==> src/rtl/hd_cpu_pkg.sv <==
// Shared HD-CPU control-unit types: beat states, one-hot beat codes and
// console mode switch encodings.
package hd_cpu_pkg;

  localparam int unsigned W_WIDTH  = 3;
  localparam int unsigned SW_WIDTH = 3;

  typedef enum logic [1:0] {
    IDLE = 2'd0,
    B1   = 2'd1,
    B2   = 2'd2,
    B3   = 2'd3
  } beat_e;

  localparam logic [W_WIDTH-1:0] W_IDLE = 3'b000;
  localparam logic [W_WIDTH-1:0] W_B1   = 3'b001;
  localparam logic [W_WIDTH-1:0] W_B2   = 3'b010;
  localparam logic [W_WIDTH-1:0] W_B3   = 3'b100;

  localparam logic [SW_WIDTH-1:0] SW_RUN       = 3'b000;
  localparam logic [SW_WIDTH-1:0] SW_WRITE_MEM = 3'b001;
  localparam logic [SW_WIDTH-1:0] SW_READ_MEM  = 3'b010;
  localparam logic [SW_WIDTH-1:0] SW_READ_REG  = 3'b011;
  localparam logic [SW_WIDTH-1:0] SW_WRITE_REG = 3'b100;

  function automatic logic [W_WIDTH-1:0] beat_to_w(input beat_e b);
    case (b)
      B1:      beat_to_w = W_B1;
      B2:      beat_to_w = W_B2;
      B3:      beat_to_w = W_B3;
      default: beat_to_w = W_IDLE;
    endcase
  endfunction

endpackage

==> src/rtl/hd_beat_sequencer.sv <==
// Beat sequencer for the hardwired HD-CPU control unit: drives the one-hot
// beat vector W, owns the console flag ST0 and counts completed machine cycles.
module hd_beat_sequencer
  import hd_cpu_pkg::*;
#(
  parameter int unsigned CNT_W = 8
) (
  input  logic                T3,
  input  logic                CLR,
  input  logic                QD,
  input  logic [SW_WIDTH-1:0] SW,
  input  logic                STEP,
  input  logic                SHORT,
  input  logic                LONG,
  input  logic                STOP,
  input  logic                SST0,
  output logic [W_WIDTH-1:0]  W,
  output logic                ST0,
  output logic                RUN,
  output logic [CNT_W-1:0]    CYC
);

  beat_e               r_state;
  logic [W_WIDTH-1:0]  r_w;
  logic                r_st0;
  logic                r_run;
  logic [CNT_W-1:0]    r_cyc;
  logic                r_qd_prev;
  logic [SW_WIDTH-1:0] r_sw_prev;

  beat_e               w_state_nxt;
  logic                w_st0_nxt;
  logic [CNT_W-1:0]    w_cyc_nxt;
  logic                w_eoc;
  logic                w_qd_rise;
  logic                w_sw_chg;

  assign w_qd_rise = QD & ~r_qd_prev;
  assign w_sw_chg  = (SW != r_sw_prev);

  // State register; W and RUN are registered from the next state.
  always_ff @(posedge T3) begin
    if (CLR) begin
      r_state   <= IDLE;
      r_w       <= W_IDLE;
      r_st0     <= 1'b0;
      r_run     <= 1'b0;
      r_cyc     <= '0;
      r_qd_prev <= QD;
      r_sw_prev <= SW;
    end else begin
      r_state   <= w_state_nxt;
      r_w       <= beat_to_w(w_state_nxt);
      r_st0     <= w_st0_nxt;
      r_run     <= (w_state_nxt != IDLE);
      r_cyc     <= w_cyc_nxt;
      r_qd_prev <= QD;
      r_sw_prev <= SW;
    end
  end

  // Next-state: SW change beats everything, then cycle end/advance, then start.
  always_comb begin
    w_state_nxt = r_state;
    w_st0_nxt   = r_st0;
    w_cyc_nxt   = r_cyc;
    w_eoc       = 1'b0;
    if (w_sw_chg) begin
      w_state_nxt = IDLE;
      w_st0_nxt   = 1'b0;
    end else begin
      case (r_state)
        IDLE: begin
          if (w_qd_rise) begin
            w_state_nxt = B1;
            w_cyc_nxt   = '0;
          end
        end
        B1: begin
          if (SHORT) w_eoc = 1'b1;
          else       w_state_nxt = B2;
        end
        B2: begin
          if (!LONG) w_eoc = 1'b1;
          else       w_state_nxt = B3;
        end
        B3:      w_eoc = 1'b1;
        default: w_state_nxt = IDLE;
      endcase
      if (w_eoc) begin
        w_state_nxt = (STOP || STEP) ? IDLE : B1;
        if (SST0) w_st0_nxt = 1'b1;
        if (r_cyc != {CNT_W{1'b1}}) w_cyc_nxt = r_cyc + CNT_W'(1);
      end
    end
  end

  assign W   = r_w;
  assign ST0 = r_st0;
  assign RUN = r_run;
  assign CYC = r_cyc;

endmodule

==> config.mk <==
export PLATFORM = sky130hd
export DESIGN_NAME = hd_beat_sequencer
export DESIGN_NICKNAME = d
export VERILOG_FILES = /design/src/rtl/hd_cpu_pkg.sv /design/src/rtl/hd_beat_sequencer.sv
export SDC_FILE = /design/constraint.sdc
export NUM_CORES = 1
export LEC_CHECK = 0
export BUFFER_PORTS_ARGS = -buffer_cell sky130_fd_sc_hd__clkbuf_2
export CORE_MARGIN = 2
export CORE_UTILIZATION = 48
export CTS_CLUSTER_SIZE = 28
export DETAILED_ROUTE_END_ITERATION = 8
export PLACE_DENSITY = 0.79
export SLEW_MARGIN = 0
export SYNTH_ARGS = -nofsm -noshare
export SYNTH_HDL_FRONTEND = slang
export SYNTH_SLANG_ARGS = --single-unit
==> constraint.sdc <==
create_clock -name T3 -period 2.2 [get_ports T3]
set_input_delay 0.22 -clock T3 [delete_from_list [all_inputs] [get_ports T3]]
set_output_delay 0.22 -clock T3 [all_outputs]
set_load 0.02 [all_outputs]
==> parameters.txt, run 1 <==
Parameter                              Value

Final layout
  Sequential cell area    380.4 sq um
  Post-route core utilization    between 60% and 70%
  Total inserted antenna cells    0
  Layout cell share with drive strength beyond 1    approximately 26%
  Filler Cells Inserted    between 100 and 150
  Nets    ~130
  Layout overhead on the synthesized area    19.78%
  Area of the multi-input gates    ~380 sq um

Clocking
  Number of buffers inserted by post-CTS setup repair    0
  Number of clock buffers inserted by TritonCTS    3
  Cell at the root of the clock tree    clkbuf_4
  TritonCTS clock tree    built
  Hold-fix buffers, CTS    0
  Clock slew at reported path FFs    approximately 0.10 ns
  CTS-repair resized insts    0
  Insertion delay to the later sink of the worst-skew pair    approximately 0.3 ns
  H-tree depth reported by CTS    1
  Number of buffers on the longest clock path    2
  TritonCTS sink count    19

Synthesis
  Cell area after synthesis    790.8 sq um
  Distinct cell type count after synthesis    29
  Yosys Warn Count    0
  Register bit count reported by yosys    19
  Average cell area after synthesis    about 8.7 sq um
  Syn Nets    between 100 and 150
  Share of the yosys chip area belonging to registers    approximately 48%
  Number of standard cells after synthesis    just over 90

Global routing
  Antenna violations before repair    0
  Wire length of the first global-routing pass    between 2 and 2.5 mm
  Number of global-route vias before repair    615
  GRT Residual Overflow    0
  Total global-route track usage    between 10% and 20%
  Largest net degree at the start of global routing    11

STA
  Pins Over Slew Limit    0
  Worst clock skew on the final layout    roughly 0.00084 ns
  Total Neg Setup Slack    0 ns
  Portion of the clock cycle consumed by the worst path in the final layout    between 70% and 80%
  FMAX    568.7 MHz
  Setup Viol. Count Final    0
  Remaining max-slew budget at the tightest pin    69.43%
  Minimum hold slack    roughly 0.026 ns
  Final setup slack of the worst path    0.4416 ns
  Clock period minus final worst setup slack    approximately 1.8 ns
  Final Hold Fails    0
  Setup repair after global routing missed its margin    false
  Slew at the pin closest to its max-slew limit    approximately 0.45 ns

Power
  Power after layout    0.0005662 W
  Worst ir drop on vdd    between 0.4 and 0.5 mV
  Power density over cell area    between 500 and 600 nW/um^2
  Pleak    ~0.38 nW

Die
  I/O pin count    24
  Chip Width    44.59 microns
  Core area    between 1500 and 2000 sq um
  Die ar.    1988 sq um
  Initial core utilization    51.89%
  Core Rows    14
  Y dimension of the die    roughly 45 microns

Route
  DRC viols    0
  Number of routed nets with antenna violations    0
  Average wire length per cell after detail routing    ~12 microns
  First-pass DRT Iterations    4
  Via Count    roughly 750
  Iter 0 DRT Violations    18
  Mean number of vias per cell    ~5.7
  Final wirelength    about 1.6 mm

Worst setup path
  Crit-path max FO    6
  Crit path capture type    register
  WS Path Type    reg -> reg
  Data arrival time of the worst path    1.99 ns
  CP Launch Type    register
  Data required time of the worst path    about 2.4 ns

Place
  Final weighted congestion of routability-driven global placement    0.7728
  Number of port buffers    23
  Worst slack after detailed placement    0.4916 ns
  HPWL after detailed placement    1.187 mm

Min path
  Hold/Removal Path Class    in -> reg

Flow run
  Number of max-cap violations    0

Run status
  Result of the run    finished, final reports clean
-- worst paths after layout --
kind	from	endpoint	slack (ns)	depth (start not counted)
max	CYC[1]	CYC[0]	0.44	6
min	QD	r_qd_prev	0.03	1
max reg2reg	CYC[1]	CYC[0]	0.44	6
min reg2reg	CYC[7]	CYC[7]	0.50	1
-- registers in the layout, summed over array words and instances, names as in the netlist --
register   flops
CYC            8
W              3
r_sw_prev      3
r_state        2
RUN            1
ST0            1
r_qd_prev      1
-- routing by layer --
layer	share of wire, %	wire (microns)	vias up	track usage, %
met5	0	0	-	0
met4	2.8	45	0	12.73
met3	4.3	69	4	2.449
met2	47	755	24	25.22
met1	46	748	339	22.59
li1	-	-	381	-
-- kinds of logic (layout without fill, tap and decap cells) --
kind of cell               count (synthesis)  count (layout)  synth area share (%)
xor gates and xnor gates                   3               3                 3.323
buffers and inverters                      7              32                 3.480
adders and majority gates                  1               1                 1.582
and+or+nand+nor                           39              39                 25.95
DFF                                       19              19                 48.10
AOI/OAI and AO/OA                         22              22                 17.57
-- power by group --
group,internal [W],switching [W],total (W)
Sequential,0.000349,0.00000200,0.000351
Combinational,0.0000184,0.0000204,0.0000388
Clock,0.0000707,0.000106,0.000177
-- cell type report --
cell class | count | area share [%]
timing repair buffer | 24 | 12.95
sequential | 19 | 40.16
multi-input combinational | 65 | 40.42
inverter | 4 | 1.585
tap | 16 | 2.114
clock buffer | 4 | 2.774
-- worst max-delay path: stages (launching register included) --
cell and delay, ns:
dfxtp_1 0.43, ha_1 0.24, nand3_1 0.15, nor2_1 0.30
o22a_1 0.24, o21bai_1 0.15, o21ai_0 0.19
-- placed cells by master (no fill, tap or decap) --
master	instances
a21oi_1	6
nor2_1	11
or3b_2	1
buf_4	1
nor3_1	3
o211ai_1	1
a2111oi_1	1
nand2b_1	1
clkbuf_2	23
or4_1	1
or2_2	1
o21ai_0	6
nor4_2	1
clkbuf_4	3
nor3b_1	2
dfxtp_1	19
or2_0	1
nand4_1	1
clkbuf_1	1
nand3_1	8
xnor2_1	3
nand2_1	4
nor4_1	2
nor2b_1	2
ha_1	1
o21bai_1	1
o22a_1	1
a31oi_1	3
a2bb2oi_1	1
a41oi_1	2
inv_1	4
-- cells in the mapped netlist, drive strengths merged --
cell type  number  share of area [%]
xnor2           3                3.3
o211ai          1               0.95
nand2           4                1.9
a41oi           2                2.2
a31oi           3                2.4
a21oi           6                3.8
nand3           8                5.1
nor3b           2                1.9
o21bai          1               0.95
nor4            3                3.2
o21ai           6                3.8
a2111oi         1                1.3
dfxtp          19                 48
or2             2                1.6
nand2b          1               0.79
nand4           1               0.79
or3b            1                1.1
or4             1               0.95
clkbuf          2               0.95
nor3            3                1.9
ha              1                1.6
inv             4                1.9
buf             1               0.63
nor2b           2                1.6
nor2           11                5.2
o22a            1                1.1
a2bb2oi         1                1.1
-- through the flow --
stage / area [sq um] / std cells
2_1_floorplan: 790.8 / 91
3_3_place_gp: 920.9 / 128
3_5_place_dp: 920.9 / 128
4_1_cts: 947.2 / 132
5_1_grt: 947.2 / 132
6_report: 947.2 / 132
No activity file was read; power rests on OpenSTA's default activity.
==> run 2: changes to the inputs <==
Clock period 2.2 ns to 1.81 ns, I/O delays scaled along.
==> run 2 against run 1 <==
The flow now finishes with violations (hold timing). Cell count is 2.3% higher. Global-route usage is 0.88 points higher. Routed wire length is 0.37% higher. Non-clock buffer count is 3 higher. Die area stayed put. Setup slack worse by 0.34 ns. First-iteration DRC count is 5.6% higher. Critical path depth stayed put. Clock skew is 0.0054 ns higher. Count of clock-buffer cells in the layout stayed put. Critical path type unchanged. Highest routed layer unchanged.
==> parameters.txt, run 2 (synthesis results as in run 1) <==
Parameter                              Value

Run status
  Result of the run    complete, but fails checks
  Violations in the final reports    hold timing

Route
  DRC viols    0 (unchanged)
  Via Count    759 (+1.5%)
  Number of routed nets with antenna violations    0 (unchanged)
  Average wire length per cell after detail routing    12.04 microns (-1.9%)
  First-pass DRT Iterations    4 (unchanged)
  Mean number of vias per cell    5.622 (-0.78%)
  Iter 0 DRT Violations    19 (+1)
  Final wirelength    1.625 mm (+0.37%)

Place
  HPWL after detailed placement    1.188 mm (+0.13%)
  Final weighted congestion of routability-driven global placement    0.8172 (+5.7%)
  # placed instances    129 (+0.78%)
  Cell area reported after detailed placement    928.4 sq um (+0.82%)
  Worst slack after detailed placement    0.1077 ns (-0.3839 ns)
  Number of port buffers    23 (unchanged)

STA
  Slew at the pin closest to its max-slew limit    0.4195 ns (-0.03529 ns)
  Minimum hold slack    -0.002244 ns (-0.02806 ns)
  Final Hold Fails    2 (+2)
  FMAX    583.9 MHz (+2.7%)
  Total Neg Setup Slack    0 ns (unchanged)
  Setup repair after global routing missed its margin    true
  Setup Viol. Count Final    0 (unchanged)
  Remaining max-slew budget at the tightest pin    72.04% (+2.6 points)
  Portion of the clock cycle consumed by the worst path in the final layout    94.61% (+15 points)
  Worst clock skew on the final layout    0.006189 ns (+0.005352 ns)
  Pins Over Slew Limit    0 (unchanged)
  Final setup slack of the worst path    0.09751 ns (-0.3440 ns)
  Clock period minus final worst setup slack    1.712 ns (-0.04596 ns)

Worst setup path
  Peak per-stage delay on the critical path    0.39 ns (-0.04 ns)
  CP Launch Type    register
  Data arrival time of the worst path    1.90 ns (-0.09 ns)
  Crit-path max FO    6 (unchanged)
  Library cell contributing the largest single delay on the critical path    a2111oi_1
  Data required time of the worst path    2.00 ns (-0.43 ns)
  Crit path capture type    register
  Cell-by-cell trace of the critical path    ha_1, nand3_1, nor2_4, o22a_1, a2111oi_1, nor3_1
  WS Path Type    reg -> reg

Power
  Register share of total power    61.5% (-0.4 points)
  Net switching fraction of the power    22.77% (+0.083 points)
  Power after layout    0.0006927 W (+22%)
  Relative contribution of combinational cells to total power    7.5% (+0.6 points)
  Switching power total    0.0001577 W (+23%)
  Clock share of power    31.0% (-0.2 points)
  Pleak    0.3950 nW (+4.0%)
  Worst ir drop on vdd    0.4716 mV (+14%)
  Power density over cell area    697.2 nW/um^2 (+17%)
  Internal Dissipation    0.0005350 W (+22%)

Global routing
  Antenna violations before repair    0 (unchanged)
  Wire length of the first global-routing pass    2.635 mm (+6.1%)
  Total global-route track usage    18.02% (+0.88 points)
  GRT Residual Overflow    0 (unchanged)
  Number of global-route vias before repair    662 (+7.6%)
  Largest net degree at the start of global routing    11 (unchanged)

Die
  Core area    1524 sq um (unchanged)
  I/O pin count    24 (unchanged)
  Chip Width    44.59 microns (unchanged)
  Core Rows    14 (unchanged)
  Y dimension of the die    44.59 microns (unchanged)
  Initial core utilization    51.89% (unchanged)
  Die ar.    1988 sq um (unchanged)

Final layout
  Flip-flop count of the largest register, all copies and words added    8 (unchanged)
  Layout cell share with drive strength beyond 1    28.57% (+2.7 points)
  Total inserted antenna cells    0 (unchanged)
  Layout overhead on the synthesized area    25.63%
  Non-filler cells in the finished layout    135 (+2.3%)
  Leading cell type in the layout, fill and taps excluded    clkbuf_2
  Final cell area excluding filler cells    993.5 sq um (+4.9%)
  Leading cell types in the layout, fill and taps excluded    clkbuf_2 (23), dfxtp_1 (17), nor2_1 (10)
  Nets    132 (+2.3%)

Clocking
  Number of buffers inserted by post-CTS setup repair    0 (unchanged)
  H-tree depth reported by CTS    1 (unchanged)
  Clock slew at reported path FFs    0.11 ns (about the same)
  Cell at the root of the clock tree    clkbuf_4
  TritonCTS sink count    19 (unchanged)
  Number of clock buffers inserted by TritonCTS    3 (unchanged)
  Insertion delay to the later sink of the worst-skew pair    0.30 ns (about the same)
  Number of buffers on the longest clock path    2 (unchanged)
  TritonCTS clock tree    built

Flow run
  Number of max-cap violations    0 (unchanged)

Min path
  Hold/Removal Path Class    in -> reg
-- run 2: through the flow --
stage,util [%],hold slack (ns)
2_1_floorplan,-,0.2087
3_3_place_gp,60.92,0.2966
3_5_place_dp,60.92,0.2981
4_1_cts,63.96,0.001760
5_1_grt,65.19,0.001026
6_report,65.19,-0.002244
-- run 2: metal layers --
metal	vias to the layer above	wire [microns]	share of wire [%]	global-route usage [%]
li1	384	-	-	-
met5	-	0	0	0
met4	0	36	2.2	10.91
met2	25	785	48	29.28
met3	5	79	4.9	2.449
met1	345	723	44	22.45
-- run 2: cell type report --
type	instances	area, sq um
Fill cell	126	530.5
Multi-Input combinational cell	65	399.1
Sequential cell	19	382.9
Timing Repair Buffer	27	150.1
Clock buffer	4	26.28
Tap cell	16	20.02
Inverter	4	15.01
-- run 2: critical path, delay by kind of cell, from the launching register on --
kind,cells,cell delay (ns)
simple gates,3,0.39
flops,1,0.36
fa+ha+maj,1,0.22
compound gates,2,0.63
-- run 2: final timing paths --
path	to	start	slack (ns)	depth (start not counted)
setup / recovery	CYC[4]	CYC[0]	0.1	6
hold / removal	r_sw_prev[2]	SW[2]	-0.002	1
setup reg to reg	CYC[4]	CYC[0]	0.1	6
hold reg to reg	ST0	ST0	0.48	2
-- run 2: power by group through the flow --
stage / Combinational (W) / Sequential (W) / Clock, W
final: 0.0000518 / 0.000426 / 0.000215
after floorplan: 0.0000276 / 0.000436 / 0
after global placement: 0.0000460 / 0.000435 / 0
after CTS: 0.0000507 / 0.000426 / 0.000216
after detailed placement: 0.0000470 / 0.000436 / 0
after global routing: 0.0000571 / 0.000426 / 0.000229
-- run 2: repair_timing --
item	CTS	global route
gates resized for setup	0	5
hold buffers	2	0
endpoints found under the setup margin	0	7
endpoints found under the hold margin	2	0
